`src/rtl/alu_pkg.sv`:
```
// alu_pkg: opcode encoding and barrel-shift helper shared by the ALU files
package alu_pkg;
  typedef enum logic [3:0] {
    ALU_ADD  = 4'd0,
    ALU_SUB  = 4'd1,
    ALU_AND  = 4'd2,
    ALU_XOR  = 4'd3,
    ALU_OR   = 4'd4,
    ALU_SLL  = 4'd5,
    ALU_SRL  = 4'd6,
    ALU_SLT  = 4'd7,
    ALU_SLTU = 4'd8
  } alu_op_e;
  function automatic logic [31:0] barrel(input logic [31:0] a, input logic [4:0] sh, input logic right);
    logic [31:0] s;
    s = a;
    for (int k = 0; k < 5; k++)
      if (sh[k]) s = right ? s >> (1 << k) : s << (1 << k);
    return s;
  endfunction
endpackage

```
`src/rtl/alu_addsub.sv`:
```
// alu_addsub: 32-bit adder, subtracting as a + ~b + 1, with carry and signed overflow
module alu_addsub (
  input  logic [31:0] i_a,
  input  logic [31:0] i_b,
  input  logic        i_sub,
  output logic [31:0] o_sum,
  output logic        o_carry,
  output logic        o_overflow
);
  logic [31:0] w_b;
  assign w_b = i_sub ? ~i_b : i_b;
  assign {o_carry, o_sum} = {1'b0, i_a} + {1'b0, w_b} + {32'd0, i_sub};
  assign o_overflow = (i_a[31] == w_b[31]) && (o_sum[31] != i_a[31]);
endmodule

```
`src/rtl/alu.sv`:
```
// alu: single-cycle registered ALU with carry/overflow/zero flags
module alu import alu_pkg::*; (
  input  logic        clk,
  input  logic        reset,
  input  logic [31:0] operand_a,
  input  logic [31:0] operand_b,
  input  logic [3:0]  control,
  output logic [31:0] result,
  output logic        carryout,
  output logic        overflow,
  output logic        zero
);
  logic [31:0] w_sum, w_res;
  logic        w_carry, w_ovf, w_arith;
  logic [31:0] r_res;
  logic        r_cy, r_ov, r_zero;
  // slt/sltu reuse the subtractor, so only add selects the non-inverting path
  alu_addsub u_addsub (
    .i_a(operand_a),
    .i_b(operand_b),
    .i_sub(control != ALU_ADD),
    .o_sum(w_sum),
    .o_carry(w_carry),
    .o_overflow(w_ovf)
  );
  assign w_arith = control == ALU_ADD || control == ALU_SUB;
  assign w_res = w_arith               ? w_sum :
                 control == ALU_AND    ? operand_a & operand_b :
                 control == ALU_XOR    ? operand_a ^ operand_b :
                 control == ALU_OR     ? operand_a | operand_b :
                 control == ALU_SLL    ? barrel(operand_a, operand_b[4:0], 1'b0) :
                 control == ALU_SRL    ? barrel(operand_a, operand_b[4:0], 1'b1) :
                 control == ALU_SLT    ? {31'd0, w_sum[31] ^ w_ovf} :
                 control == ALU_SLTU   ? {31'd0, ~w_carry} : '0;
  always_ff @(posedge clk) begin
    if (reset) begin
      r_res  <= '0;
      r_cy   <= 1'b0;
      r_ov   <= 1'b0;
      r_zero <= 1'b1;
    end else begin
      r_res  <= w_res;
      r_cy   <= w_arith & w_carry;
      r_ov   <= w_arith & w_ovf;
      r_zero <= w_res == '0;
    end
  end
  assign result   = r_res;
  assign carryout = r_cy;
  assign overflow = r_ov;
  assign zero     = r_zero;
endmodule

```
`config.mk`:
```
export PLATFORM = sky130hd
export DESIGN_NAME = alu
export DESIGN_NICKNAME = d
export VERILOG_FILES = /design/src/rtl/alu_pkg.sv /design/src/rtl/alu_addsub.sv /design/src/rtl/alu.sv
export SDC_FILE = /design/constraint.sdc
export NUM_CORES = 1
export LEC_CHECK = 0
export ABC_CLOCK_PERIOD_IN_PS = 9100
export CAP_MARGIN = 10
export CORE_MARGIN = 5
export CORE_UTILIZATION = 40
export DETAILED_ROUTE_END_ITERATION = 7
export GPL_TIMING_DRIVEN = 1
export MAX_ROUTING_LAYER = met4
export PLACE_DENSITY = 0.62
export RECOVER_POWER = 50
export SETUP_SLACK_MARGIN = 0.3
export SYNTH_ARGS = -nofsm -noshare
export SYNTH_HDL_FRONTEND = slang
export SYNTH_SLANG_ARGS = --single-unit
```
`constraint.sdc`:
```
create_clock -name clk -period 9.1 [get_ports clk]
set_input_delay 2.275 -clock clk [delete_from_list [all_inputs] [get_ports clk]]
set_output_delay 2.275 -clock clk [all_outputs]
set_load 0.05 [all_outputs]
```
==> metrics, run 1 <==
Antenna Violating Nets Remaining=0; mux contribution to synthesized area=21.95%; highest achievable clock rate=0.1322 GHz; post-synthesis instance total=1286; Hold-fix buffers, CTS=0; clk slew on worst S/H paths=50 ps; drt initial violations=1600; row count=57; Hold Vio Cnt, Final=0; EDFF count, synth=0; CP endpoint kind=flop; Max-cap violations=0; fin cells=1639; hold crit path type=in2reg; Setup Buffers After CTS=0; post-synthesis cell area=10000 um^2; RSZ-0062 raised after global routing=false; Required @ worst endpoint=9290 ps; kind of cell adding the most delay to the critical path=simple AND/OR/NAND/NOR gates; CTS tree=done; Simple-Gate Fraction of Synth Area=18.09%; sequential share of power=15.9%; Crit Path Category=in2reg; TritonCTS sink count=35; slowest stage delay, CP=850 ps; Root Buffer=clkbuf_16; syn avg cell area=7.776 um^2; main combinational cell family by area after synthesis=compound AO/OA/AOI/OAI gates; ys flop type=dfxtp_1; maximum VDD drop=115.5 uV; Critical Path Fanout Max=34; CP bufs+invs=2; Post-Synth XOR/XNOR Area=3.854%; compound-gate portion of the synthesized area=28.37%; post_cts resized=0; post-route setup TNS=0 ps; Routed Wire Length=47900 um; gr ovfl total=0; P per Cell Area=92.90 nW/um^2; FF+latch count, synth=35; Via Count=11120; Starting Density=40.88%; Crit-path slowest cell=clkdlybuf4s50_1; placed instance count=1627; fraction of the mapped netlist area in adder cells=12.21%; max-slew violation count=0; gpl congestion=1.024; Slew @ Worst Pin=1015 ps; P_leak=0.004481 uW; initial antenna violation count=4; CP dominant cell by count=a221oi_1; period utilization=83.14%; Psw=499.5 uW; Syn-to-layout area delta=12.37%; CTS H-tree depth=2; Critical Path Source Type=input pin; clock buffers created by TritonCTS=5; combinational fraction of design power=65.7%; die height=168.1 um; Vias/cell=6.785; Netlist cell types=89; Die ar.=28260 um^2; DP Wirelength=36810 um; slew margin rel.=32.09%; Clk network pwr share=18.3%; Net Sw Frac=47.85%; final setup fails=0; Die X=168.1 um; Ys Warns=0; outcome=finished clean; internal power=544.4 uW; minimum clock period=7566 ps; io pins=105; Clock Tree Buf Depth=2; WL per Instance=29.23 um; first-pass GRT wire length=70040 um; post-synthesis net count=1453; crit-path cells=clkdlybuf4s50_1 > nor4_4 > buf_4 > xnor2_1 > ha_1 > and3_1 > nor4b_1 > a221oi_1 > o21bai_1 > o32ai_1 > a221oi_1 > and4_1 > nand4_1 > or3_1 > o41ai_2; Pre-Repair DR Iteration Count=6; IO Port Bufs=104; post-synthesis sequential area ratio=7.007%; final-stage net count=1477; WP data arrival=7750 ps; Tot Pwr=1044 uW; total global-route track usage=33.33%; share of cells above drive strength 1=10.83%; asr flop ratio synth=0%; Residual DRC=0; vias in the first global route=10450; largest net degree at the start of global routing=45; area of the core=24460 um^2
## power groups by stage
stage / registers (uW) / logic, uW / clock network (uW)
floorplan: 209 / 406 / 0
detailed placement: 170 / 669 / 0
global route: 168 / 725 / 201
finish: 166 / 686 / 191
global placement: 170 / 671 / 0
CTS: 167 / 672 / 195
## through the flow
stage | hold slack [ps] | instance area (um^2) | utilization [%] | setup WS [ps]
floorplan | 2536 | 10000 | - | 2555
global placement | 3089 | 11060 | 45.20 | 1509
detailed placement | 3099 | 11060 | 45.20 | 1410
CTS | 2818 | 11230 | 45.90 | 1659
global route | 2845 | 11240 | 45.94 | 1299
finish | 2810 | 11240 | 45.94 | 1534
## cell usage in the layout (no fill, tap or decap), drive strengths merged, types with 18 or more instances in the layout
master           n
and2            18
nor3            26
dfxtp           35
a31oi           22
o21ai           77
a211oi          32
buf             30
inv             71
nor2           113
o211ai          18
mux4            56
mux2            23
a21oi           80
mux2i           67
xnor2           39
nand2           93
o22ai           23
dlygate4sd3     35
ha              96
nand3           26
clkdlybuf4s50   65
## layout make-up
class | instances | area (um^2)
Timing Repair Buffer | 130 | 1224
Sequential cell | 35 | 700.7
Tap cell | 324 | 405.4
Inverter | 73 | 274.0
Fill cell | 2514 | 13230
Clock buffer | 5 | 125.1
Multi-Input combinational cell | 1065 | 8454
Clock inverter | 3 | 43.79
Antenna cell | 4 | 10.01
## layer usage
layer	global-route usage [%]	vias to the layer above	part of all wire (%)
met5	-	-	0
met4	14.47	0	5.1
li1	-	4944	-
met3	5.791	126	9.5
met2	50.07	673	44
met1	44.14	5378	41
## registers in the layout (all words and copies together) (netlist names)
name,count
overflow,1
result,32
zero,1
carryout,1
## synthesized netlist by cell type, drive strengths merged (26+ instances only)
cell      n  area [um^2]
inv      71        266.5
nand3    26        130.1
mux2i    67        674.4
a211oi   32        240.2
nand2    93        349.1
clkbuf   58        217.7
nor3     26        130.1
mux4     56         1261
nor2    113        424.2
a21oi    80        400.4
xnor2    39        341.6
ha       96         1201
buf      55        360.3
o21ai    77        385.4
dfxtp    35        700.7
## kinds of logic (layout without fill, tap and decap cells)
kind of cell | after synthesis | after routing
fa+ha+maj | 97 | 97
compound gates | 410 | 410
xor+xnor | 44 | 44
buf+inv | 186 | 211
flops | 35 | 35
mux | 146 | 146
other cells | 0 | 4
simple gates | 368 | 368
## final timing paths
check	start	end	slack, ps	depth (start not counted)
hold / removal	reset	result[18]	2810	3
setup / recovery	control[3]	zero	1530	15
Note: power is estimated with default switching activity, not from simulation.
==> run 2: changes to the inputs <==
Settings changed: ABC_CLOCK_PERIOD_IN_PS 9100 to 6700, PLACE_DENSITY 0.62 to 0.64.
Clock period 9.1 ns to 6.7 ns, I/O delays scaled along.
==> run 2 against run 1 <==
Compared with the run above: clock-buffer cell count is the same; first-iteration DRC count grew 1.8%; non-clock buffer count grew 59; critical endpoint unchanged; largest cell class unchanged.
==> metrics, run 2 (synthesis gave the netlist of run 1 again) <==
IO Port Bufs=104 (unchanged); Syn-to-layout area delta=17.38%; slowest stage delay, CP=540 ps (-310 ps); most frequent cells in the layout=112 x nor2_1, 96 x ha_1, 93 x nand2_1; crit-path cells=clkdlybuf4s50_1 > nor4_4 > buf_12 > xnor2_1 > ha_1 > o21ai_0 > nor4b_1 > a221oi_1 > o21bai_1 > o32ai_1 > a221oi_1 > and4_1 > nand4_1 > or3_1 > o41ai_2; Hold-fix buffers, CTS=0 (unchanged); Root Buffer=clkbuf_16; highest achievable clock rate=0.1637 GHz; final setup fails=0 (unchanged); total global-route track usage=35.08% (+1.7 points); Slew @ Worst Pin=1050 ps (+34.16 ps); met1 Use GR=47.68% (+3.5 points); Hold Vio Cnt, Final=0 (unchanged); CTS tree=done; Clock Tree Buf Depth=2 (unchanged); Crit Path Category=in2reg; area of the core=24460 um^2 (unchanged); Via Count=11590 (+4.2%); max reg flops=32 (unchanged); Die X=168.1 um (unchanged); vias in the first global route=10820 (+3.5%); first-pass GRT wire length=73330 um (+4.7%); die height=168.1 um (unchanged); clk slew on worst S/H paths=60 ps (about the same); leading cell type in the layout, fill and taps excluded=nor2_1; max-slew violation count=0 (unchanged); DP Wirelength=40130 um (+9.0%); Vias/cell=6.831 (+0.68%); P_leak=0.004786 uW (+6.8%); Setup Buffers After CTS=0 (unchanged); met3 Usage GRT=4.267% (-1.5 points); CP endpoint kind=flop; Required @ worst endpoint=6890 ps (-2400 ps); CP dominant cell by count=a221oi_1; share of cells above drive strength 1=14.67% (+3.8 points); gr ovfl total=0 (unchanged); Die ar.=28260 um^2 (unchanged); clock buffers created by TritonCTS=5 (unchanged); row count=57 (unchanged); Crit-path slowest cell=nor4_4; met2 Use GR=53.20% (+3.1 points); outcome=finished clean; Critical Path Fanout Max=29 (-15%); WP data arrival=6300 ps (-1450 ps); io pins=105 (unchanged); Starting Density=40.88% (unchanged); post-route setup TNS=0 ps (unchanged); minimum clock period=6109 ps; Residual DRC=0 (unchanged); Tot Pwr=1469 uW (+41%); TritonCTS sink count=35 (unchanged); Top Usage Layer GRT=met2; RSZ-0062 raised after global routing=false; final-stage net count=1536 (+4.0%); gpl congestion=1.044 (+2.0%); Max-cap violations=0 (unchanged); post_cts resized=0 (unchanged); initial antenna violation count=2 (-2); largest net degree at the start of global routing=61 (+36%); P per Cell Area=125.2 nW/um^2 (+35%); WL per Instance=29.82 um (+2.0%); Routed Wire Length=50580 um (+5.6%); maximum VDD drop=162.1 uV (+40%); drt initial violations=1628 (+1.8%); CTS H-tree depth=2 (unchanged); Critical Path Source Type=input pin; Pre-Repair DR Iteration Count=6 (unchanged); hold crit path type=in2reg; period utilization=91.17%; slew margin rel.=29.49% (-2.6 points); Antenna Violating Nets Remaining=0 (unchanged)
## run 2: cell count changes in the layout (fill, tap and decap cells not counted)
| cell | previous run | this run |
|---|---|---|
| buf_12 | 0 | 5 |
| buf_4 | 29 | 83 |
| diode_2 | 4 | 2 |
## run 2: report_power, final
group	total, uW	internal (uW)	switching (uW)
sequential	226	223	2.64
clock	267	175	92.0
combinational	976	367	610
## run 2: per-stage QoR
stage / setup WS (ps) / cells / hold WS [ps] / cell area [um^2] / utilization (%)
after global placement: 516.8 / 1686 / 2483 / 11560 / 47.27
after floorplan: 755.1 / 1286 / 1936 / 10000 / -
final: 591.4 / 1696 / 2211 / 11740 / 47.98
after global routing: 358.4 / 1696 / 2218 / 11740 / 47.98
after detailed placement: 405.5 / 1686 / 2490 / 11560 / 47.27
after CTS: 666.8 / 1694 / 2208 / 11730 / 47.96
## run 2: final timing paths
path	from	cells past startpoint	end	slack [ps]
worst min-delay path	reset	3	result[22]	2210
worst max-delay path	control[2]	15	zero	590
## run 2: metal layers
layer	up-vias	share of wire, %
li1	5073	-
met1	5639	42
met2	750	44
met3	124	9.1
met4	0	4.9
met5	-	0
## run 2: layout make-up
cell class,instances,area [um^2]
well taps,324,405.4
inverters,73,274.0
diodes,2,5.005
flip-flops and latches,35,700.7
repair buffers,189,1729
multi-input cells,1065,8454
fillers,2421,12720
clock buffers,5,125.1
clock inverters,3,43.79
## run 2: worst max-delay path, delay by kind of cell
family          cells  cell delay, ps
buf+inv             2             750
xor+xnor            1             100
simple gates        5            1740
compound gates      6            1590
fa+ha+maj           1             430
